File: src/rtl/branch_pc_unit.sv
// branch_pc_unit: execute-stage branch resolution and fetch-PC owner.
// Decodes funct3 against the comparator flags, computes branch/jump targets,
// holds the fetch PC, raises a multi-cycle flush after each redirect and
// traps (freezing the PC) on a misaligned target.
// Optional feature: define BRANCH_STATS_EN to enable the br_count/taken_count
// counters; otherwise both outputs are tied to zero.
module branch_pc_unit #(
    parameter logic [31:0] RESET_PC     = 32'h0000_0000,
    parameter int unsigned FLUSH_CYCLES = 2
) (
    input  logic        clk,
    input  logic        rst_n,
    input  logic        stall,
    input  logic        valid_in,
    input  logic        is_branch,
    input  logic        is_jal,
    input  logic        is_jalr,
    input  logic [2:0]  funct3,
    input  logic [31:0] ex_pc,
    input  logic [31:0] imm,
    input  logic [31:0] rs1,
    input  logic        beq,
    input  logic        blt,
    output logic        u,
    output logic [31:0] pc,
    output logic [31:0] pc_plus4,
    output logic        redirect,
    output logic        flush,
    output logic        misalign,
    output logic [31:0] br_count,
    output logic [31:0] taken_count
);

    typedef enum logic [1:0] {
        RUN   = 2'd0,
        FLUSH = 2'd1,
        TRAP  = 2'd2
    } state_t;

    state_t      state;
    logic [2:0]  cnt;
    logic        cond;
    logic        taken;
    logic        acc;
    logic        aligned;
    logic        trap_hit;
    logic [31:0] target;

    // Branch condition decode; 010/011 are never taken
    always_comb begin
        cond = 1'b0;
        case (funct3)
            3'b000:         cond = beq;
            3'b001:         cond = ~beq;
            3'b100, 3'b110: cond = blt;
            3'b101, 3'b111: cond = ~blt;
            default:        cond = 1'b0;
        endcase
    end

    // Target selection with jalr > jal > branch precedence
    always_comb begin
        target = ex_pc + imm;
        if (is_jalr) begin
            target = (rs1 + imm) & ~32'h1;
        end
    end

    assign u        = funct3[1];
    assign pc_plus4 = ex_pc + 32'd4;
    assign taken    = is_jal | is_jalr | (is_branch & cond);
    assign acc      = valid_in & ~stall & (state == RUN);
    assign aligned  = (target[1:0] == 2'b00);
    assign redirect = acc & taken & aligned;
    assign trap_hit = acc & taken & ~aligned;

    // PC / flush / trap state machine; stall freezes everything
    always_ff @(posedge clk or negedge rst_n) begin
        if (!rst_n) begin
            state    <= RUN;
            pc       <= RESET_PC;
            cnt      <= '0;
            flush    <= 1'b0;
            misalign <= 1'b0;
        end else if (!stall) begin
            case (state)
                RUN: begin
                    if (trap_hit) begin
                        state    <= TRAP;
                        misalign <= 1'b1;
                    end else if (redirect) begin
                        pc    <= target;
                        state <= FLUSH;
                        cnt   <= 3'(FLUSH_CYCLES);
                        flush <= 1'b1;
                    end else begin
                        pc <= pc + 32'd4;
                    end
                end
                FLUSH: begin
                    pc <= pc + 32'd4;
                    if (cnt == 3'd1) begin
                        state <= RUN;
                        cnt   <= '0;
                        flush <= 1'b0;
                    end else begin
                        cnt <= cnt - 3'd1;
                    end
                end
                TRAP: begin
                    flush <= 1'b0;
                end
                default: begin
                    state <= RUN;
                end
            endcase
        end
    end

`ifdef BRANCH_STATS_EN
    logic [31:0] br_q;
    logic [31:0] tk_q;

    // Conditional-branch statistics; jumps are not counted
    always_ff @(posedge clk or negedge rst_n) begin
        if (!rst_n) begin
            br_q <= '0;
            tk_q <= '0;
        end else begin
            if (acc & is_branch) begin
                br_q <= br_q + 32'd1;
            end
            if (acc & is_branch & taken & aligned) begin
                tk_q <= tk_q + 32'd1;
            end
        end
    end

    assign br_count    = br_q;
    assign taken_count = tk_q;
`else
    assign br_count    = '0;
    assign taken_count = '0;
`endif

endmodule

File: config.mk
export PLATFORM = sky130hd
export DESIGN_NAME = branch_pc_unit
export DESIGN_NICKNAME = d
export VERILOG_FILES = /design/src/rtl/branch_pc_unit.sv
export SDC_FILE = /design/constraint.sdc
export NUM_CORES = 1
export LEC_CHECK = 0
export ABC_AREA = 1
export CELL_PAD_IN_SITES_DETAIL_PLACEMENT = 1
export CELL_PAD_IN_SITES_GLOBAL_PLACEMENT = 2
export CORE_MARGIN = 4
export CORE_UTILIZATION = 26
export CTS_CLUSTER_DIAMETER = 150
export DETAILED_ROUTE_END_ITERATION = 10
export PLACE_DENSITY_LB_ADDON = 0.1
export SLEW_MARGIN = 10
export SYNTH_ARGS = -nofsm -noshare
export SYNTH_HDL_FRONTEND = slang
export SYNTH_SLANG_ARGS = --single-unit
File: constraint.sdc
create_clock -name clk -period 3.65 [get_ports clk]
set_clock_uncertainty 0.05 [all_clocks]
set_input_delay 0.73 -clock clk [delete_from_list [all_inputs] [get_ports clk]]
set_output_delay 0.73 -clock clk [all_outputs]
set_load 0.05 [all_outputs]
== Word-level counts from Yosys, hierarchy flattened ==
Index checks and enable logic that the tools add are counted.

* Word-level logic and storage cells: 64
* Bits in registers: 39
* Input bits: 108
* Output and inout port bits: 132

* Eq/ne operators: 12
* Add/subtract/negate cells: 5
* Reductions and logical operators: 12
* Bitwise gates (word level): 13
* Multiplexer cells: 17

{| class="wikitable"
|+ Operator list
! cell !! count
|-
| $mux 32 || 3
|-
| $add 32x3->32 const B || 2
|-
| $add 32x32->32 || 2
|-
| $pmux 32 s2 || 1
|-
| $eq 3x3->1 const B || 4
|-
| $mux 3 || 3
|-
| $reduce_and 4->1 || 2
|-
| $and 1x1->1 || 6
|-
| $eq 3x1->1 const B || 2
|-
| $mux 2 || 3
|-
| $ne 2x2->1 const B || 3
|-
| $pmux 2 s3 || 1
|-
| $pmux 3 s2 || 1
|-
| $reduce_and 3->1 || 2
|-
| $not 1->1 || 5
|-
| $reduce_and 5->1 || 1
|-
| $logic_not 2->1 || 2
|-
| $pmux 1 s4 || 1
|-
| $reduce_or 2->1 || 2
|-
| $logic_not 3->1 || 1
|-
| $mux 1 || 3
|-
| $ne 3x3->1 const B || 1
|-
| $pmux 1 s3 || 1
|-
| $reduce_bool 3->1 || 1
|-
| other kinds (5) || 6
|}

== Longest topological paths before layout ==
Gate-level depths: netlist of run 1.

* Depth after elaboration: 10
* Depth in mapped cells: 16
* Depth with buffers taken out: 16

== Worst setup path after synthesis of run 1 ==
Ideal clock, no wire load.

* Kind: input -> output
* Start: input port ex_pc[2]
* End: output port pc_plus4[30]
* Arrival: 2.629 ns
* Slack: 0.241 ns
* Stages: 9
* Cell sequence: ha_1 > nand3_1 > nor2_1 > nand2_2 > nor3_4 > nand4_2 > nor2_4 > nand4_1 > xnor2_1

* Cells in the longest elaborated chain, start to end: 1

{| class="wikitable"
|+ RTL lines
! item !! RTL line !! source
|-
| from (decl) || 19 || <nowiki>input logic [31:0] ex_pc,</nowiki>
|-
| $add 32x3->32 || 70 || <nowiki>assign pc_plus4 = ex_pc + 32'd4;</nowiki>
|-
| to (decl) || 26 || <nowiki>output logic [31:0] pc_plus4,</nowiki>
|}

Every way passes these cells.

== Worst setup path after layout of run 1 ==
* Start: input port ex_pc[16]
* End: output port pc_plus4[26]

Same word-level chain as after synthesis.

==> flow_summary_export.csv, run 1 <==
group,metric,value,unit
clocking,clk_pin_slew,0.07,ns
synthesis,synth_cells,1634,
routing,remaining_drc_errors,0,
routing,drt_pass1_iterations,4,
outcome,outcome,"finished clean",
placed_design,port_buffers,175,
setup_path,reg2reg_depth,12,
cells_and_area,area_delta_synth_final,30.8,%
placed_design,dp_slack,-0.194,ns
setup_path,critical_path.max_fanout,4,
grt,antenna_found_initial,1,
clocking,h-tree-depth,2,
floorplanning,die_area,36900,µm²
power,comb_power_share,66.7,%
sta,min_period_over_period,96.5,%
floorplanning,chipHeight,192,µm
power,p_int,1.93,mW
power,p_sw,2.33,mW
cells_and_area,nNetsFinal,2005,
cells_and_area,diodes,0,
grt,grt_pass1_vias,10337,
floorplanning,num_io_pins,240,
grt,grt_pass1_wl,56.8,mm
cells_and_area,drive_gt1_share,6.35,%
setup_path,cp.arrival,2.74,ns
flow_run,drv_cap,0,
cells_and_area,seqCellArea,976,µm²
sta,holdWs,0.423,ns
power,peakVddDrop,0.241,mV
routing,vias_per_cell,4.44,
setup_path,crit_buf_inv,3,
routing,drtIter0Drc,372,
routing,vias,10093,
synthesis,synth_cell_types,41,
sta,setup-violations-final,0,
clocking,ctsHoldBuffers,0,
setup_path,crit_type,"input port to output port",
setup_path,endpoint_kind,"output port",
power,total_power,4.26,mW
floorplanning,rows,67,
synthesis,synth.cell_area,8800,µm²
min_path,worstHoldStart,"misalign$_DFFE_PN0P_",
setup_path,crit_chain,"clkdlybuf4s50_1 -> inv_1 -> nor3b_1 -> nand4_4 -> nor2_4 -> nand2_2 -> nor2_4 -> xor2_2 -> buf_12",
min_path,holdPathStages,1,
clocking,clkSinkCount,39,
synthesis,synth_area_leader_cell,"nand2_1",
sta,tns,0,ns
cells_and_area,fin_cells,2274,
setup_path,crit_path_max_incr_delay,0.52,ns
placed_design,dp_cells,2265,
cells_and_area,utilization,34.4,%
sta,worst_slack,0.128,ns
synthesis,synth_top_area_share,26.3,%
placed_design,gp_congestion,0.838,
setup_path,worstPathRequired,2.87,ns
grt,grtUsageTotal,19.3,%
cells_and_area,fillerInstances,4469,
sta,fmaxAchievable,284,MHz
power,leakage,6.39,nW
grt,grt_overflow,0,
floorplanning,die_w,192,µm
setup_path,cp-start-kind,"input port",
setup_path,r2r_start,"state[1]$_DFFE_PN0P_",
cells_and_area,multi_input_area,6520,µm²
routing,ant_nets,0,
clocking,cts_tree,"yes",
min_path,hp-class,"register to register",
floorplanning,coreArea,33400,µm²
sta,slew_violations,0,
grt,grt_start_max_net_pins,40,
routing,routed_wirelength,36.2,mm
synthesis,ys_async_sr_fraction,100,%
routing,wire_per_inst,15.9,µm
sta,tightest_slew,1.01,ns
synthesis,avgSynthCellArea,5.39,µm²
synthesis,ys_ff_latch,39,
power,pwr-share-seq,19.4,%
min_path,hold_end,"misalign$_DFFE_PN0P_",
clocking,numCtsBuffers,5,
setup_path,reg2reg_slack,1.44,ns
clocking,clockBufferDepth,2,
power,p_clk_share,13.9,%
sta,hold_violations,0,
floorplanning,start_util,26.3,%
setup_path,cpMaxStageDelayCell,"clkdlybuf4s50_1",
synthesis,seq_area_frac_synth,11.1,%
synthesis,synth_flop_cell,"dfrtp_1",
synthesis,synth_edf_count,0,
synthesis,yosys_warnings,0,
sta,slew_headroom,32.6,%
setup_path,rr_endpoint,"pc[4]$_DFFE_PN0P_",
synthesis,synthTopCellsByArea,"nand2_1 26%, inv_1 11%, dfrtp_1 11%",
clocking,root_buffer,"clkbuf_16",
power,swShare,54.6,%
cells_and_area,fin_area,11500,µm²
clocking,clock_latency,0.30,ns
placed_design,dp_hpwl,31.5,mm
placed_design,placed_area,11200,µm²
power,power_density,370,nW/µm²
sta,min_period,3.52,ns
setup_path,critPathTopFamily,"simple AND/OR/NAND/NOR gates",
setup_path,cpMostUsedCell,"nor2_4",
power groups by stage:
stage               clock, mW  combinational (mW)  sequential [mW]
finish                  0.590                2.84            0.827
global route            0.628                3.14            0.867
CTS                     0.608                2.88            0.838
detailed placement          0                2.86            0.846
global placement            0                2.81            0.840
floorplan                   0                1.50             1.23
cell usage in the layout (no fill, tap or decap), types with 2 or more instances in the layout:
cell / count
fa_1: 2
nor2_1: 140
o21ai_0: 32
nor4_1: 4
nand2_2: 4
nand4_1: 20
or2_2: 11
nand3_2: 3
a21oi_1: 58
conb_1: 64
bufinv_16: 2
clkdlybuf4s50_1: 141
ha_1: 69
inv_1: 268
o21ai_1: 6
o21a_1: 2
o21bai_1: 5
nor3_1: 10
and2_1: 5
clkbuf_16: 5
dlygate4sd2_1: 4
buf_4: 34
nand2_4: 3
xnor2_1: 17
xor2_1: 31
buf_12: 26
nand3_1: 153
nand3b_1: 15
xor2_2: 2
nor2_2: 4
inv_2: 5
nand2_1: 616
nor2_4: 6
nor3_2: 2
and3_1: 2
dfrtp_1: 39
worst register-to-register path: stages (launching register included):
cell     delay, ns
dfrtp_1       0.41
inv_1         0.14
ha_1          0.24
inv_1         0.07
nor2_1        0.21
nand3_2       0.12
buf_4         0.17
nor2_4        0.10
buf_12        0.20
o21ai_0       0.17
o21ai_0       0.10
nand2_1       0.07
o21ai_0       0.08
synth_stat cells, drive strengths merged, types with 5 or more instances:
library cell / number
clkbuf: 7
xor2: 33
nor3: 13
buf: 79
o21bai: 5
or2: 12
ha: 70
nand3: 156
nand2: 623
xnor2: 18
inv: 273
nor2: 151
and2: 5
nand4: 22
a21oi: 58
dfrtp: 39
o21ai: 38
nand3b: 15
flip-flops by register name, indices dropped and copies added (netlist names):
register / flops
pc: 32
cnt: 3
state: 2
misalign: 1
flush: 1
logic make-up after synthesis:
logic type               synth area share [%]
AND/OR/NAND/NOR                          48.7
buffers and inverters                    18.3
AO/OA/AOI/OAI                            6.38
adder cells (fa/ha/maj)                  10.4
XOR/XNOR                                 5.08
flip-flops                               11.1
other                                  0.0426
how the worst max path moves through the flow:
stage | start | end | slack [ns] | cells after the start
after global routing | ex_pc[8] | pc_plus4[31] | -0.03 | 11
after global placement | ex_pc[2] | pc_plus4[26] | -0.15 | 12
after floorplan | ex_pc[2] | pc_plus4[30] | 0.24 | 9
final | ex_pc[16] | pc_plus4[26] | 0.13 | 9
after detailed placement | ex_pc[2] | pc_plus4[26] | -0.19 | 12
after CTS | ex_pc[6] | pc_plus4[26] | 0.07 | 11
what timing repair did:
action	in CTS	in global routing
pin swaps	9	5
gates resized for setup	11	8
buffers inserted	1	0
endpoints found under the setup margin	9	7
final cells by class:
type,count,area share (%)
clock buffer,5,1.09
multi-input combinational,1299,56.6
sequential,39,8.48
clock inverter,3,0.587
inverter,273,8.90
timing repair buffer,207,19.5
tap,448,4.87
per-layer routing:
| layer | part of all wire [%] | up-vias | global-route usage [%] | routed length [µm] |
|---|---|---|---|---|
| li1 | - | 5312 | - | - |
| met1 | 48 | 4605 | 26.3 | 17500 |
| met2 | 47 | 162 | 34.4 | 17200 |
| met3 | 3.5 | 12 | 2.14 | 1270 |
| met4 | 0.52 | 2 | 1.21 | 189 |
| met5 | 0.030 | - | 0 | 11 |
(Power assumes the default switching activity.)
==> inputs of run 2 (changes only) <==
==> config.mk (replaced) <==
export PLATFORM = sky130hd
export DESIGN_NAME = branch_pc_unit
export DESIGN_NICKNAME = d
export VERILOG_FILES = /design/src/rtl/branch_pc_unit.sv
export SDC_FILE = /design/constraint.sdc
export NUM_CORES = 1
export LEC_CHECK = 0
export ABC_AREA = 1
export CORE_MARGIN = 4
export CORE_UTILIZATION = 51
export DETAILED_ROUTE_END_ITERATION = 10
export PLACE_DENSITY = 0.84
export SLEW_MARGIN = 10
export SYNTH_ARGS = -nofsm -noshare
export SYNTH_HDL_FRONTEND = slang
export SYNTH_SLANG_ARGS = --single-unit
==> constraint.sdc (replaced) <==
create_clock -name clk -period 3.8 [get_ports clk]
set_clock_uncertainty 0.05 [all_clocks]
set_input_delay 0.76 -clock clk [delete_from_list [all_inputs] [get_ports clk]]
set_output_delay 0.76 -clock clk [all_outputs]
set_load 0.05 [all_outputs]
==> run 2 against run 1 <==
Compared with the run above: first-iteration DRC count grew 93%; sequential power shrank 5.7%; routed wire length shrank 22%; worst hold slack gained 0.013 ns; critical path type unchanged.
==> flow_summary_export.csv, run 2 (synthesis results as in run 1) <==
group,metric,value,unit
outcome,outcome,"finished clean",
power,p_sw,2.14,mW
grt,grt_start_max_net_pins,41,
cells_and_area,diodes,0,
clocking,clock_latency,0.29,ns
sta,rsz0062_at_grt,"yes",
sta,slew_headroom,37.6,%
min_path,hp-class,"register to register",
floorplanning,die_area,19400,µm²
sta,fmaxAchievable,270,MHz
grt,antenna_found_initial,0,
placed_design,gp_congestion,0.930,
sta,slew_violations,0,
setup_path,critical_path.max_fanout,4,
power,comb_power_share,68.1,%
clocking,ctsHoldBuffers,0,
placed_design,dp_slack,-0.0288,ns
cells_and_area,fin_cells,2030,
cells_and_area,largest_reg_flops,32,
grt,grt_overflow,0,
floorplanning,start_util,52.5,%
routing,drtIter0Drc,719,
floorplanning,coreArea,16800,µm²
cells_and_area,largest-register,"pc",
cells_and_area,fillerInstances,1642,
setup_path,worstPathRequired,2.99,ns
power,peakVddDrop,0.406,mV
sta,tightest_slew,0.936,ns
cells_and_area,area_delta_synth_final,26.1,%
setup_path,crit_type,"input port to output port",
placed_design,dp_hpwl,23.9,mm
grt,grt_pass1_wl,44.8,mm
power,leakage,6.33,nW
grt,grtUsageTotal,27.5,%
clocking,clkSinkCount,39,
sta,min_period,3.70,ns
clocking,numCtsBuffers,5,
cells_and_area,drive_gt1_share,5.52,%
power,pwr-share-seq,20.1,%
setup_path,endpoint_kind,"output port",
clocking,root_buffer,"clkbuf_16",
floorplanning,num_io_pins,240,
clocking,clk_pin_slew,0.06,ns
cells_and_area,final_cell_mix,"616 x nand2_1, 268 x inv_1, 152 x nand3_1",
floorplanning,die_w,139,µm
cells_and_area,nNetsFinal,1989,
cells_and_area,reg_top3,"pc x32, cnt x3, state x2",
floorplanning,rows,47,
power,power_density,350,nW/µm²
power,p_clk_share,11.8,%
cells_and_area,fin_area,11100,µm²
sta,hold_violations,0,
setup_path,cp-start-kind,"input port",
routing,wire_per_inst,14.0,µm
flow_run,drv_cap,0,
grt,grt_pass1_vias,9092,
clocking,clockBufferDepth,2,
routing,drt_pass1_iterations,5,
routing,vias_per_cell,5.02,
sta,min_period_over_period,97.4,%
routing,routed_wirelength,28.3,mm
floorplanning,chipHeight,139,µm
placed_design,placed_area,10800,µm²
sta,worst_slack,0.100,ns
sta,setup-violations-final,0,
routing,remaining_drc_errors,0,
placed_design,dp_cells,2017,
cells_and_area,utilization,66.2,%
power,p_int,1.74,mW
cells_and_area,layout_commonest_cell,"nand2_1",
clocking,cts_tree,"yes",
routing,vias,10200,
routing,ant_nets,0,
placed_design,port_buffers,175,
setup_path,cp.arrival,2.89,ns
clocking,h-tree-depth,2,
power,swShare,55.1,%
## run 2: critical path: stages
cell and delay (ns):
clkdlybuf4s50_1 0.51, nand2_1 0.08, nor2_1 0.14, nand2_2 0.11, nor2_4 0.16, nand2_4 0.10
nor2_4 0.12, nand4_1 0.20, nor3_2 0.25, xor2_1 0.28, buf_12 0.18
## run 2: timing repair
item,in CTS,in global routing
buffers inserted,0,5
endpoints found under the setup margin,1,9
pin swaps,0,10
gates cloned,0,0
gates resized for setup,2,19
## run 2: cell type report
cell class	count	area [µm²]	area share [%]
repair buffers	191	2140	19.2
multi-input cells	1299	6520	58.8
clock buffers	7	153	1.38
inverters	273	1020	9.24
well taps	220	275	2.48
clock inverters	1	7.51	0.0677
flip-flops and latches	39	976	8.80
## run 2: path summary, 6_finish.rpt
| kind | startpoint | end | slack (ns) | cells past startpoint |
|---|---|---|---|---|
| min | misalign$_DFFE_PN0P_ | misalign$_DFFE_PN0P_ | 0.44 | 1 |
| max | ex_pc[6] | pc_plus4[31] | 0.10 | 11 |
| min in group asynchronous | rst_n | pc[1]$_DFFE_PN0P_ | 0.56 | 1 |
| min reg2reg | misalign$_DFFE_PN0P_ | misalign$_DFFE_PN0P_ | 0.44 | 1 |
| max reg2reg | state[0]$_DFFE_PN0P_ | pc[21]$_DFFE_PN0P_ | 1.51 | 12 |
| max in group asynchronous | rst_n | pc[24]$_DFFE_PN0P_ | 2.55 | 1 |
## run 2: metal layers
metal / GRT usage (%) / vias to the layer above / routed length [µm]
met2: 47.9 / 356 / 13500
li1: - / 5299 / -
met4: 6.28 / 0 / 601
met3: 3.05 / 40 / 1700
met5: 0 / - / 0
met1: 36.5 / 4505 / 12600
## run 2: power by group through the flow
stage	registers [mW]	logic, mW	clock network, mW
floorplan	1.18	1.44	0
global placement	0.780	2.57	0
detailed placement	0.785	2.62	0
CTS	0.778	2.64	0.468
global route	0.808	2.89	0.484
finish	0.780	2.65	0.460
## run 2: per-stage QoR
step / total power [mW] / setup TNS, ns / hold slack (ns)
finish: 3.89 / 0 / 0.436
CTS: 3.88 / 0 / 0.444
global placement: 3.35 / 0 / 0.404
global route: 4.18 / -0.0424 / 0.461
floorplan: 2.62 / 0 / 0.414
detailed placement: 3.41 / -0.0288 / 0.430
==> inputs of run 3 (changes only) <==
--- a/config.mk
+++ b/config.mk
@@ -6,10 +6,11 @@
 export NUM_CORES = 1
 export LEC_CHECK = 0
 export ABC_AREA = 1
-export CORE_MARGIN = 4
-export CORE_UTILIZATION = 51
+export CORE_MARGIN = 5
+export CORE_UTILIZATION = 55
 export DETAILED_ROUTE_END_ITERATION = 10
-export PLACE_DENSITY = 0.84
+export DONT_BUFFER_PORTS = 1
+export PLACE_DENSITY = 0.7
 export SLEW_MARGIN = 10
 export SYNTH_ARGS = -nofsm -noshare
 export SYNTH_HDL_FRONTEND = slang
==> run 3 against run 2 <==
Compared with the run above: maximum frequency rose by 13%; global-route usage up 0.18 points; largest power group unchanged; final cell count fell by 7.9%; total power is 9.4% lower; register-to-register slack worse by 0.23 ns; first-iteration DRC count down 2.1%; final area shrank 17%; sequential cell count did not move; critical endpoint is now pc_plus4[26]; non-clock buffer count down 157.
==> flow_summary_export.csv, run 3 (synthesis results as in run 1) <==
group,metric,value,unit
setup_path,worstPathRequired,2.99,ns
setup_path,crit_type,"input port to output port",
setup_path,cp-start-kind,"input port",
sta,worst_slack,0.535,ns
floorplanning,die_area,18600,µm²
placed_design,placed_area,8970,µm²
routing,ant_nets,0,
placed_design,port_buffers,0,
clocking,clkSinkCount,39,
power,peakVddDrop,0.293,mV
grt,grt_start_max_net_pins,40,
setup_path,crit_path_max_incr_delay,0.23,ns
grt,grt_pass1_vias,8457,
routing,remaining_drc_errors,0,
setup_path,critical_path.max_fanout,4,
sta,fmaxAchievable,306,MHz
sta,setup-violations-final,0,
sta,min_period_over_period,85.9,%
cells_and_area,fin_area,9160,µm²
floorplanning,die_w,136,µm
placed_design,dp_hpwl,22.2,mm
floorplanning,coreArea,15800,µm²
sta,hold_violations,0,
sta,slew_violations,0,
grt,antenna_found_initial,0,
setup_path,cp.arrival,2.45,ns
placed_design,dp_cells,1861,
sta,min_period,3.26,ns
routing,drt_pass1_iterations,5,
power,power_density,384,nW/µm²
clocking,cts_setup_buffers,0,
clocking,numCtsBuffers,5,
setup_path,crit_buf_inv,1,
grt,grt_pass1_wl,41.8,mm
floorplanning,chipHeight,136,µm
power,leakage,5.54,nW
cells_and_area,nNetsFinal,1832,
cells_and_area,largest-register,"pc",
power,total_power,3.52,mW
setup_path,cpMostUsedCell,"nand2_2",
clocking,cts_tree,"yes",
clocking,root_buffer,"clkbuf_16",
setup_path,cpMaxStageDelayCell,"nor3_4",
cells_and_area,seqCellArea,976,µm²
cells_and_area,fin_cells,1869,
clocking,clk_pin_slew,0.06,ns
cells_and_area,final_cell_mix,"617 x nand2_1, 268 x inv_1, 154 x nand3_1",
cells_and_area,multi_input_area,6450,µm²
routing,wire_per_inst,13.9,µm
placed_design,dp_slack,0.509,ns
setup_path,endpoint_kind,"output port",
grt,grt_overflow,0,
sta,rsz0062_at_grt,"no",
floorplanning,rows,46,
routing,routed_wirelength,26.0,mm
flow_run,drv_cap,0,
cells_and_area,largest_reg_flops,32,
sta,tns,0,ns
placed_design,gp_congestion,0.985,
cells_and_area,utilization,58.1,%
cells_and_area,drive_gt1_share,4.72,%
setup_path,reg2reg_slack,1.28,ns
routing,vias_per_cell,5.03,
outcome,outcome,"finished clean",
floorplanning,num_io_pins,240,
setup_path,critPathTopFamily,"simple AND/OR/NAND/NOR gates",
cells_and_area,area_delta_synth_final,4.11,%
min_path,hp-class,"input port to asynchronous set/reset pin",
sta,holdWs,0.108,ns
clocking,clockBufferDepth,2,
clocking,h-tree-depth,2,
clocking,ctsResizeCount,0,
routing,drtIter0Drc,704,
clocking,clock_latency,0.29,ns
cells_and_area,layout_commonest_cell,"nand2_1",
cells_and_area,reg_top3,"pc x32, cnt x3, state x2",
grt,grtUsageTotal,27.7,%
cells_and_area,diodes,0,
sta,tightest_slew,0.692,ns
routing,vias,9400,
floorplanning,start_util,55.8,%
cells_and_area,fillerInstances,1761,
setup_path,crit_chain,"ha_1 -> nand3_1 -> nor2_1 -> nand2_2 -> nor3_4 -> nand4_2 -> nor2_4 -> nand2_2 -> nor2_2 -> xor2_1 -> buf_4",
sta,slew_headroom,53.9,%
clocking,ctsHoldBuffers,0,
## run 3: cell types whose count changed in the layout (fill, tap and decap cells not counted), moves of 3 or more
| cell | change |
|---|---|
| buf_12 | -24 |
| buf_4 | +16 |
| clkdlybuf4s50_1 | -142 |
| dlymetal6s2s_1 | -4 |
| nor2_4 | -3 |
## run 3: final cells by class
cell class / instances / area share (%)
clock buffer: 6 / 1.41
clock inverter: 2 / 0.655
inverter: 273 / 11.2
multi-input combinational: 1299 / 70.4
sequential: 39 / 10.7
tap: 216 / 2.95
timing repair buffer: 34 / 2.79
## run 3: power breakdown
| part | internal, mW | switching (mW) |
|---|---|---|
| clock network | 0.377 | 0.183 |
| registers | 0.556 | 0.696 |
| logic | 0.560 | 1.15 |
## run 3: routing by layer
layer | GRT usage, % | wire (µm)
met1 | 36.9 | 11600
met4 | 8.85 | 854
met2 | 45.4 | 11600
met5 | 0 | 0
met3 | 4.85 | 1990
## run 3: path summary, 6_finish.rpt
kind,start,to,cells past startpoint
worst max-delay path,ex_pc[2],pc_plus4[26],11
worst min-delay path,rst_n,cnt[2]$_DFFE_PN0P_,0
worst max register to register,state[0]$_DFFE_PN0P_,pc[3]$_DFFE_PN0P_,10
worst min register to register,cnt[1]$_DFFE_PN0P_,cnt[1]$_DFFE_PN0P_,2
max in group asynchronous,rst_n,pc[24]$_DFFE_PN0P_,0
min in group clk,cnt[1]$_DFFE_PN0P_,cnt[1]$_DFFE_PN0P_,2
